`src/rtl/ifetch_pkg.sv`:
```
// Shared widths, reset PC and PC-source selection for the fetch stage.
package ifetch_pkg;

  localparam int unsigned PC_W_DEF  = 16;
  localparam int unsigned CNT_W_DEF = 16;
  localparam logic [PC_W_DEF-1:0] RESET_PC_DEF = 16'h0000;

  typedef enum logic [1:0] {
    PC_ADVANCE  = 2'd0,
    PC_HOLD     = 2'd1,
    PC_REDIRECT = 2'd2
  } pc_sel_e;

  // A resolved flow change outranks a decode stall.
  function automatic pc_sel_e pc_select(input logic flow_change, input logic stall);
    if (flow_change) return PC_REDIRECT;
    else if (stall)  return PC_HOLD;
    else             return PC_ADVANCE;
  endfunction

endpackage

```
`src/rtl/ifetch_if.sv`:
```
// Control inputs and fetch-side outputs of the instruction fetch stage.
interface ifetch_if #(
  parameter int unsigned PC_W  = 16,
  parameter int unsigned CNT_W = 16
);
  logic             stall_IM_ID;
  logic             stall_ID_EX;
  logic             flow_change_ID_EX;
  logic [PC_W-1:0]  dst_ID_EX;
  logic [PC_W-1:0]  iaddr;
  logic [PC_W-1:0]  pc_IM_ID;
  logic [PC_W-1:0]  pc_ID_EX;
  logic [CNT_W-1:0] fetch_cnt;
  logic [CNT_W-1:0] redirect_cnt;

  modport master (
    output stall_IM_ID, stall_ID_EX, flow_change_ID_EX, dst_ID_EX,
    input  iaddr, pc_IM_ID, pc_ID_EX, fetch_cnt, redirect_cnt
  );

  modport slave (
    input  stall_IM_ID, stall_ID_EX, flow_change_ID_EX, dst_ID_EX,
    output iaddr, pc_IM_ID, pc_ID_EX, fetch_cnt, redirect_cnt
  );
endinterface

```
`src/rtl/ifetch_perf_cnt.sv`:
```
// Wrapping event counter with enable and async active-low reset.
module ifetch_perf_cnt #(
  parameter int unsigned CNT_W = 16
) (
  input  logic             clk,
  input  logic             rst_n,
  input  logic             en_i,
  output logic [CNT_W-1:0] cnt_o
);

  logic [CNT_W-1:0] cnt_q, cnt_d;

  always_comb begin
    cnt_d = cnt_q;
    if (en_i) cnt_d = cnt_q + CNT_W'(1);
  end

  always_ff @(posedge clk or negedge rst_n) begin
    if (!rst_n) cnt_q <= '0;
    else        cnt_q <= cnt_d;
  end

  assign cnt_o = cnt_q;

endmodule

```
`src/rtl/ifetch.sv`:
```
// Instruction fetch: PC register, redirect/stall priority, next-PC pipeline
// toward decode and EX, and fetch/redirect performance counters.
module ifetch
  import ifetch_pkg::*;
#(
  parameter int unsigned    PC_W     = PC_W_DEF,
  parameter logic [PC_W-1:0] RESET_PC = PC_W'(RESET_PC_DEF),
  parameter int unsigned    CNT_W    = CNT_W_DEF
) (
  input logic     clk,
  input logic     rst_n,
  ifetch_if.slave fif
);

  logic [PC_W-1:0] pc_q, pc_d;
  logic [PC_W-1:0] nxt_pc;
  logic [PC_W-1:0] pc_im_id_q, pc_im_id_d;
  logic [PC_W-1:0] pc_id_ex_q, pc_id_ex_d;
  pc_sel_e         pc_sel;
  logic            fetch_en;

  assign nxt_pc = pc_q + PC_W'(1);
  assign pc_sel = pc_select(fif.flow_change_ID_EX, fif.stall_IM_ID);

  always_comb begin
    pc_d       = pc_q;
    pc_im_id_d = pc_im_id_q;
    pc_id_ex_d = pc_id_ex_q;
    case (pc_sel)
      PC_REDIRECT: pc_d = fif.dst_ID_EX;
      PC_ADVANCE:  pc_d = nxt_pc;
      default:     pc_d = pc_q;
    endcase
    // Wrong-path next-PC after a redirect is flushed by decode, so no special case here.
    if (!fif.stall_IM_ID) pc_im_id_d = nxt_pc;
    if (!fif.stall_ID_EX) pc_id_ex_d = pc_im_id_q;
  end

  always_ff @(posedge clk or negedge rst_n) begin
    if (!rst_n) begin
      pc_q       <= RESET_PC;
      pc_im_id_q <= '0;
      pc_id_ex_q <= '0;
    end else begin
      pc_q       <= pc_d;
      pc_im_id_q <= pc_im_id_d;
      pc_id_ex_q <= pc_id_ex_d;
    end
  end

  assign fetch_en = fif.flow_change_ID_EX | ~fif.stall_IM_ID;

  ifetch_perf_cnt #(.CNT_W(CNT_W)) u_fetch_cnt (
    .clk   (clk),
    .rst_n (rst_n),
    .en_i  (fetch_en),
    .cnt_o (fif.fetch_cnt)
  );

  ifetch_perf_cnt #(.CNT_W(CNT_W)) u_redirect_cnt (
    .clk   (clk),
    .rst_n (rst_n),
    .en_i  (fif.flow_change_ID_EX),
    .cnt_o (fif.redirect_cnt)
  );

  assign fif.iaddr    = pc_q;
  assign fif.pc_IM_ID = pc_im_id_q;
  assign fif.pc_ID_EX = pc_id_ex_q;

endmodule

```
`src/flat_wrapper.sv`:
```
// flat-port wrapper written by rule: the top's interface ports become plain ports
module ifetch_flat import ifetch_pkg::*;
#(
  parameter int unsigned    PC_W     = PC_W_DEF,
  parameter logic [PC_W-1:0] RESET_PC = PC_W'(RESET_PC_DEF),
  parameter int unsigned    CNT_W    = CNT_W_DEF
)
  (clk, rst_n, fif_stall_IM_ID, fif_stall_ID_EX, fif_flow_change_ID_EX, fif_dst_ID_EX, fif_iaddr, fif_pc_IM_ID, fif_pc_ID_EX, fif_fetch_cnt, fif_redirect_cnt);
  ifetch_if #(.PC_W(PC_W), .CNT_W(CNT_W)) fif_i ();
  input logic clk;
  input logic rst_n;
  input wire logic [$bits(fif_i.stall_IM_ID)-1:0] fif_stall_IM_ID;
  input wire logic [$bits(fif_i.stall_ID_EX)-1:0] fif_stall_ID_EX;
  input wire logic [$bits(fif_i.flow_change_ID_EX)-1:0] fif_flow_change_ID_EX;
  input wire logic [$bits(fif_i.dst_ID_EX)-1:0] fif_dst_ID_EX;
  output wire logic [$bits(fif_i.iaddr)-1:0] fif_iaddr;
  output wire logic [$bits(fif_i.pc_IM_ID)-1:0] fif_pc_IM_ID;
  output wire logic [$bits(fif_i.pc_ID_EX)-1:0] fif_pc_ID_EX;
  output wire logic [$bits(fif_i.fetch_cnt)-1:0] fif_fetch_cnt;
  output wire logic [$bits(fif_i.redirect_cnt)-1:0] fif_redirect_cnt;
  assign fif_i.stall_IM_ID = fif_stall_IM_ID;
  assign fif_i.stall_ID_EX = fif_stall_ID_EX;
  assign fif_i.flow_change_ID_EX = fif_flow_change_ID_EX;
  assign fif_i.dst_ID_EX = fif_dst_ID_EX;
  assign fif_iaddr = fif_i.iaddr;
  assign fif_pc_IM_ID = fif_i.pc_IM_ID;
  assign fif_pc_ID_EX = fif_i.pc_ID_EX;
  assign fif_fetch_cnt = fif_i.fetch_cnt;
  assign fif_redirect_cnt = fif_i.redirect_cnt;
  ifetch #(.PC_W(PC_W), .RESET_PC(RESET_PC), .CNT_W(CNT_W)) u_core (.clk(clk), .rst_n(rst_n), .fif(fif_i));
endmodule
```
`config.mk`:
```
export PLATFORM = sky130hd
export DESIGN_NAME = ifetch_flat
export DESIGN_NICKNAME = d
export VERILOG_FILES = /design/src/rtl/ifetch_pkg.sv /design/src/rtl/ifetch_if.sv /design/src/rtl/ifetch_perf_cnt.sv /design/src/rtl/ifetch.sv /design/src/flat_wrapper.sv
export SDC_FILE = /design/constraint.sdc
export NUM_CORES = 1
export LEC_CHECK = 0
export BUFFER_PORTS_ARGS = -buffer_cell sky130_fd_sc_hd__buf_2
export CORE_MARGIN = 2
export CORE_UTILIZATION = 51
export CTS_BUF_LIST = sky130_fd_sc_hd__clkbuf_4
export CTS_CLUSTER_DIAMETER = 150
export CTS_CLUSTER_SIZE = 25
export DETAILED_ROUTE_END_ITERATION = 8
export HOLD_SLACK_MARGIN = 0.05
export PLACE_DENSITY = 0.82
export SLEW_MARGIN = 25
export SYNTH_ARGS = -nofsm -noshare
export SYNTH_HDL_FRONTEND = slang
export SYNTH_SLANG_ARGS = --single-unit
```
`constraint.sdc`:
```
create_clock -name clk -period 2.3 [get_ports clk]
set_input_delay 0.46 -clock clk [delete_from_list [all_inputs] [get_ports clk]]
set_output_delay 0.46 -clock clk [all_outputs]
set_load 0.1 [all_outputs]
```
## Word-level counts from Yosys, hierarchy flattened

Cells that the tools add are included.

| cells by class | value |
|---|---|
| $add $sub $neg | 3 |
| equal/unequal tests | 1 |
| multiplexer cells | 3 |
| bitwise logic cells | 2 |
| reduce and logical (&&, ||, !) cells | 2 |

Operators with widths:

| cell | count |
|---|---|
| $add A16 B1 Y16 const B | 3 |
| $pmux W16 S2 | 1 |
| $eq A2 B2 Y1 const B | 1 |
| $logic_not A2 Y1 | 1 |
| $mux W2 | 1 |
| $reduce_bool A2 Y1 | 1 |
| $mux W1 | 1 |
| $not A1 Y1 | 1 |
| $or A1 B1 Y1 | 1 |

| storage, ports and cells | value |
|---|---|
| register bits | 80 |
| input port bits | 21 |
| output and inout bits | 80 |
| word-level logic and storage cells | 16 |

## Logic depth before layout (Yosys ltp)

| logic depth | value |
|---|---|
| depth in word-level cells | 4 |
| gate-level depth with buffers | 6 |
| depth with buffers taken out | 5 |

## By module

Synthesis repeated with hierarchy kept, for this count alone.

| second synthesis, totals | value |
|---|---|
| cells, all modules | 331 |
| area, all modules | 3,778.6 um2 |

Modules (own cells, without submodules):

| module | instances | cells each | area an instance (um2) | sequential area each (um2) |
|---|---|---|---|---|
| ifetch | 1 | 219 | 2,387.3 | 1,201.2 |
| ifetch_perf_cnt | 2 | 56 | 695.7 | 400.4 |

## Worst setup path after synthesis

OpenSTA, ideal clock, no wires.

| path | value |
|---|---|
| kind | reg2reg |
| start point | register u_core.pc_q[0] (netlist: u_core.fif.iaddr[0]) |
| end point | register u_core.pc_q[14] (netlist: u_core.fif.iaddr[14]) |
| library setup time | 0.125 ns |
| data arrival time | 2.263 ns |
| data required time | 2.175 ns |
| path slack | -0.088 ns |
| stages on the path, launching flop included | 6 |
| buffers on the path | 0 |
| period minus slack after synthesis | 2.388 ns |
| path through | dfrtp_1 ha_1 nand4_2 nor4_1 xor2_1 mux2_2 |

| between the ends | value |
|---|---|
| longest elaborated chain between the ends | 2 |

Ends and longest elaborated chain:

| what | RTL line | source |
|---|---|---|
| from (decl) | ifetch.sv:15 | `logic [PC_W-1:0] pc_q, pc_d;` |
| from (signal assigned) | ifetch.sv:45 | `pc_q <= pc_d;` |
| $add A16 B1 Y16 | ifetch.sv:22 | `assign nxt_pc = pc_q + PC_W'(1);` |
| $pmux W16 S2 | ifetch.sv:29 | `case (pc_sel)` |

Every way passes these cells.
A chain may end at the register's enable or synchronous reset.

## Worst setup path after layout

| path | value |
|---|---|
| start point | register u_core.pc_q[3] (netlist: u_core.fif.iaddr[3]) |
| end point | output port fif_iaddr[3] |

RTL lines:

| what | RTL line | source |
|---|---|---|
| to (decl) | flat_wrapper.sv:16 | `output wire logic [$bits(fif_i.iaddr)-1:0] fif_iaddr;` |

No word-level cell between the ends.

==> impl_metrics.py <==
metrics = {
    "status": {
        "status": "finished clean",
    },
    "power_and_ir_drop": {
        "ir_drop_mv": 1.353,
        "powerDensity_nw_per_um2": 1229,
        "p_leak_uw": 0.002094,
    },
    "yosys": {
        "yosysSeqAreaShare_pct": 53.67,
        "ys_types": 36,
        "syn_inst": 326,
        "yosysWarnings": 0,
        "synth-main-ff-cell": "dfrtp_1",
        "yosys_register_bits": 80,
        "synth_area_um2": 3730,
        "synth_area_per_cell_um2": 11.44,
        "synth_edf_count": 0,
        "synthesis.nets": 350,
        "postSynth.asyncResetShare_pct": 100.0,
    },
    "worst_setup_path": {
        "cp-end-kind": "output port",
        "crit_path_start_kind": "register",
        "cp_cell_sequence": "buf_2",
        "path_class": "register to output port",
        "critPathArrivalTime_ps": 1470,
        "required_ps": 1840,
        "cp_top_family": "flip-flops",
        "cp_slowest_cell": "dfrtp_1",
        "max_stage_delay_ps": 560,
        "crit_buf_inv": 1,
        "critPathMaxFanout": 7,
    },
    "timing": {
        "post-route-period-util_pct": 84.11,
        "finalSetupTns_ps": 0,
        "hold_violations": 0,
        "rsz0062_at_grt": "false",
        "finalMaxSlewViolations": 0,
        "setup_viol": 0,
        "min_period_ps": 1935,
        "clock_skew_ps": 15.92,
        "max_freq_mhz": 516.9,
        "layout_setup_ws_ps": 365.4,
        "slew_headroom_pct": 62.82,
        "worst_pin_slew_ps": 552.6,
    },
    "routing": {
        "ant_nets": 0,
        "drtIter0Drc": 127,
        "vias": 2692,
        "dr.pass1.iters": 5,
        "wirelength_mm": 7.701,
        "avgRoutedWirePerCell_um": 14.64,
        "vias_per_cell": 5.118,
        "drc": 0,
    },
    "placed_design": {
        "place_ws_ps": 392.1,
        "gp_congestion": 0.8613,
        "hpwl_mm": 5.572,
        "io_buffers": 100,
    },
    "floorplanning": {
        "die_w_um": 89.52,
        "ios": 101,
        "core_area_um2": 7176,
        "fp.dieH_um": 89.52,
        "dieArea_um2": 8014,
        "initial_core_util_pct": 51.98,
        "rows": 31,
    },
    "run": {
        "cap_viol_max_count": 0,
    },
    "layout": {
        "area_growth_pct": 20.60,
        "fin_util_pct": 62.69,
        "final_common_cell": "buf_2",
        "drive_above_1_share_pct": 36.07,
        "final_nets": 446,
        "layout_common_cells": "buf_2 (99), dfrtp_1 (78), xnor2_1 (45)",
        "num_antenna_cells": 0,
    },
    "global_route": {
        "antenna_found_initial": 0,
        "grt_pass1_wl_mm": 12.06,
        "grt_overflow": 0,
        "grt_pass1_vias": 2473,
        "grt_max_degree": 81,
        "grt_use_total_pct": 19.91,
    },
    "clock_network": {
        "clockBufferDepth": 2,
        "worstSkewPairLatency_ps": 430,
        "clk_pin_slew_ps": 130,
        "cts_root_buf": "clkbuf_4",
        "cts_inserted_buffers": 9,
        "ctsResizeCount": 0,
        "cts_sinks": 80,
        "tritoncts": "yes",
        "cts_max_level": 3,
    },
    "worst_hold_path": {
        "holdCritPathClass": "input port to register",
    },
}
registers in the layout, indices dropped and copies added, names as in the netlist:
signal	flops
u_core.fif.iaddr	16
u_core.fif.pc_ID_EX	16
u_core.fif.pc_IM_ID	16
u_core.u_fetch_cnt.cnt_o	16
u_core.u_redirect_cnt.cnt_o	16
path summary, 6_finish.rpt:
| path | startpoint | end | slack [ps] | cells past startpoint |
|---|---|---|---|---|
| hold / removal | fif_dst_ID_EX[5] | u_core.fif.iaddr[5]$_DFFE_PN0P_ | 240 | 3 |
| setup reg to reg | u_core.fif.iaddr[0]$_DFFE_PN0P_ | u_core.fif.iaddr[14]$_DFFE_PN0P_ | 430 | 5 |
| min in group asynchronous | rst_n | u_core.fif.iaddr[4]$_DFFE_PN0P_ | 560 | 3 |
| hold reg to reg | u_core.u_fetch_cnt.cnt_o[15]$_DFFE_PN0P_ | u_core.u_fetch_cnt.cnt_o[15]$_DFFE_PN0P_ | 480 | 1 |
| setup / recovery | u_core.fif.iaddr[3]$_DFFE_PN0P_ | fif_iaddr[3] | 370 | 1 |
| max in group asynchronous | rst_n | u_core.fif.iaddr[1]$_DFFE_PN0P_ | 1360 | 3 |
what timing repair did:
action                                 in CTS  in global routing
hold buffers                                1                  0
endpoints found under the hold margin      32                  0
buffers inserted                            0                  0
power by group:
part | total (uW) | internal [uW] | switching, uW
Combinational | 2560 | 422 | 2140
Clock | 1050 | 554 | 495
Sequential | 1920 | 1650 | 272
per-stage QoR:
stage / cells / area [um^2] / hold slack (ps) / total power, uW
2_1_floorplan: 326 / 3732 / 164.4 / 4080
3_3_place_gp: 509 / 4302 / 459.1 / 4477
3_5_place_dp: 509 / 4302 / 464.4 / 4522
4_1_cts: 526 / 4498 / 222.4 / 5571
5_1_grt: 526 / 4498 / 237.4 / 5751
6_report: 526 / 4498 / 244.3 / 5529
cells by family after synthesis:
family / Yosys count / share of synthesized area [%]
simple gates: 111 / 17.85
mux: 24 / 7.212
compound gates: 27 / 3.757
buf+inv: 23 / 2.885
flops: 80 / 53.67
fa+ha+maj: 3 / 1.006
xor+xnor: 58 / 13.62
metal layers:
metal,part of all wire (%),vias up,track usage (%)
li1,-,1309,-
met1,46,1291,27.56
met2,47,78,30.03
met3,4.8,14,3.970
met4,1.9,0,9.634
met5,0,-,0
cells in the mapped netlist, types with 3 or more instances:
cell type	count	area, um^2
nand4_1	12	75.07
xnor2_1	45	394.1
inv_1	4	15.01
nand2_1	39	146.4
o21ai_1	4	20.02
nor4_1	7	43.79
xor2_1	13	113.9
buf_2	5	25.02
ha_1	3	37.54
nor3_1	5	25.02
clkbuf_2	3	15.01
clkbuf_1	7	26.28
and3_1	4	25.02
and2_1	3	18.77
nand3_1	11	55.05
nor2_1	12	45.04
o21ai_0	22	110.1
nor4_4	4	85.08
mux2_2	23	259.0
dfrtp_1	80	2002
layout make-up:
cell class / count / area [um^2]
inverters: 4 / 15.01
clock buffers: 9 / 67.56
clock inverters: 7 / 118.9
multi-input cells: 223 / 1620
fillers: 622 / 2678
flip-flops and latches: 80 / 2004
repair buffers: 104 / 548.0
well taps: 99 / 123.9
(Power assumes the default switching activity.)
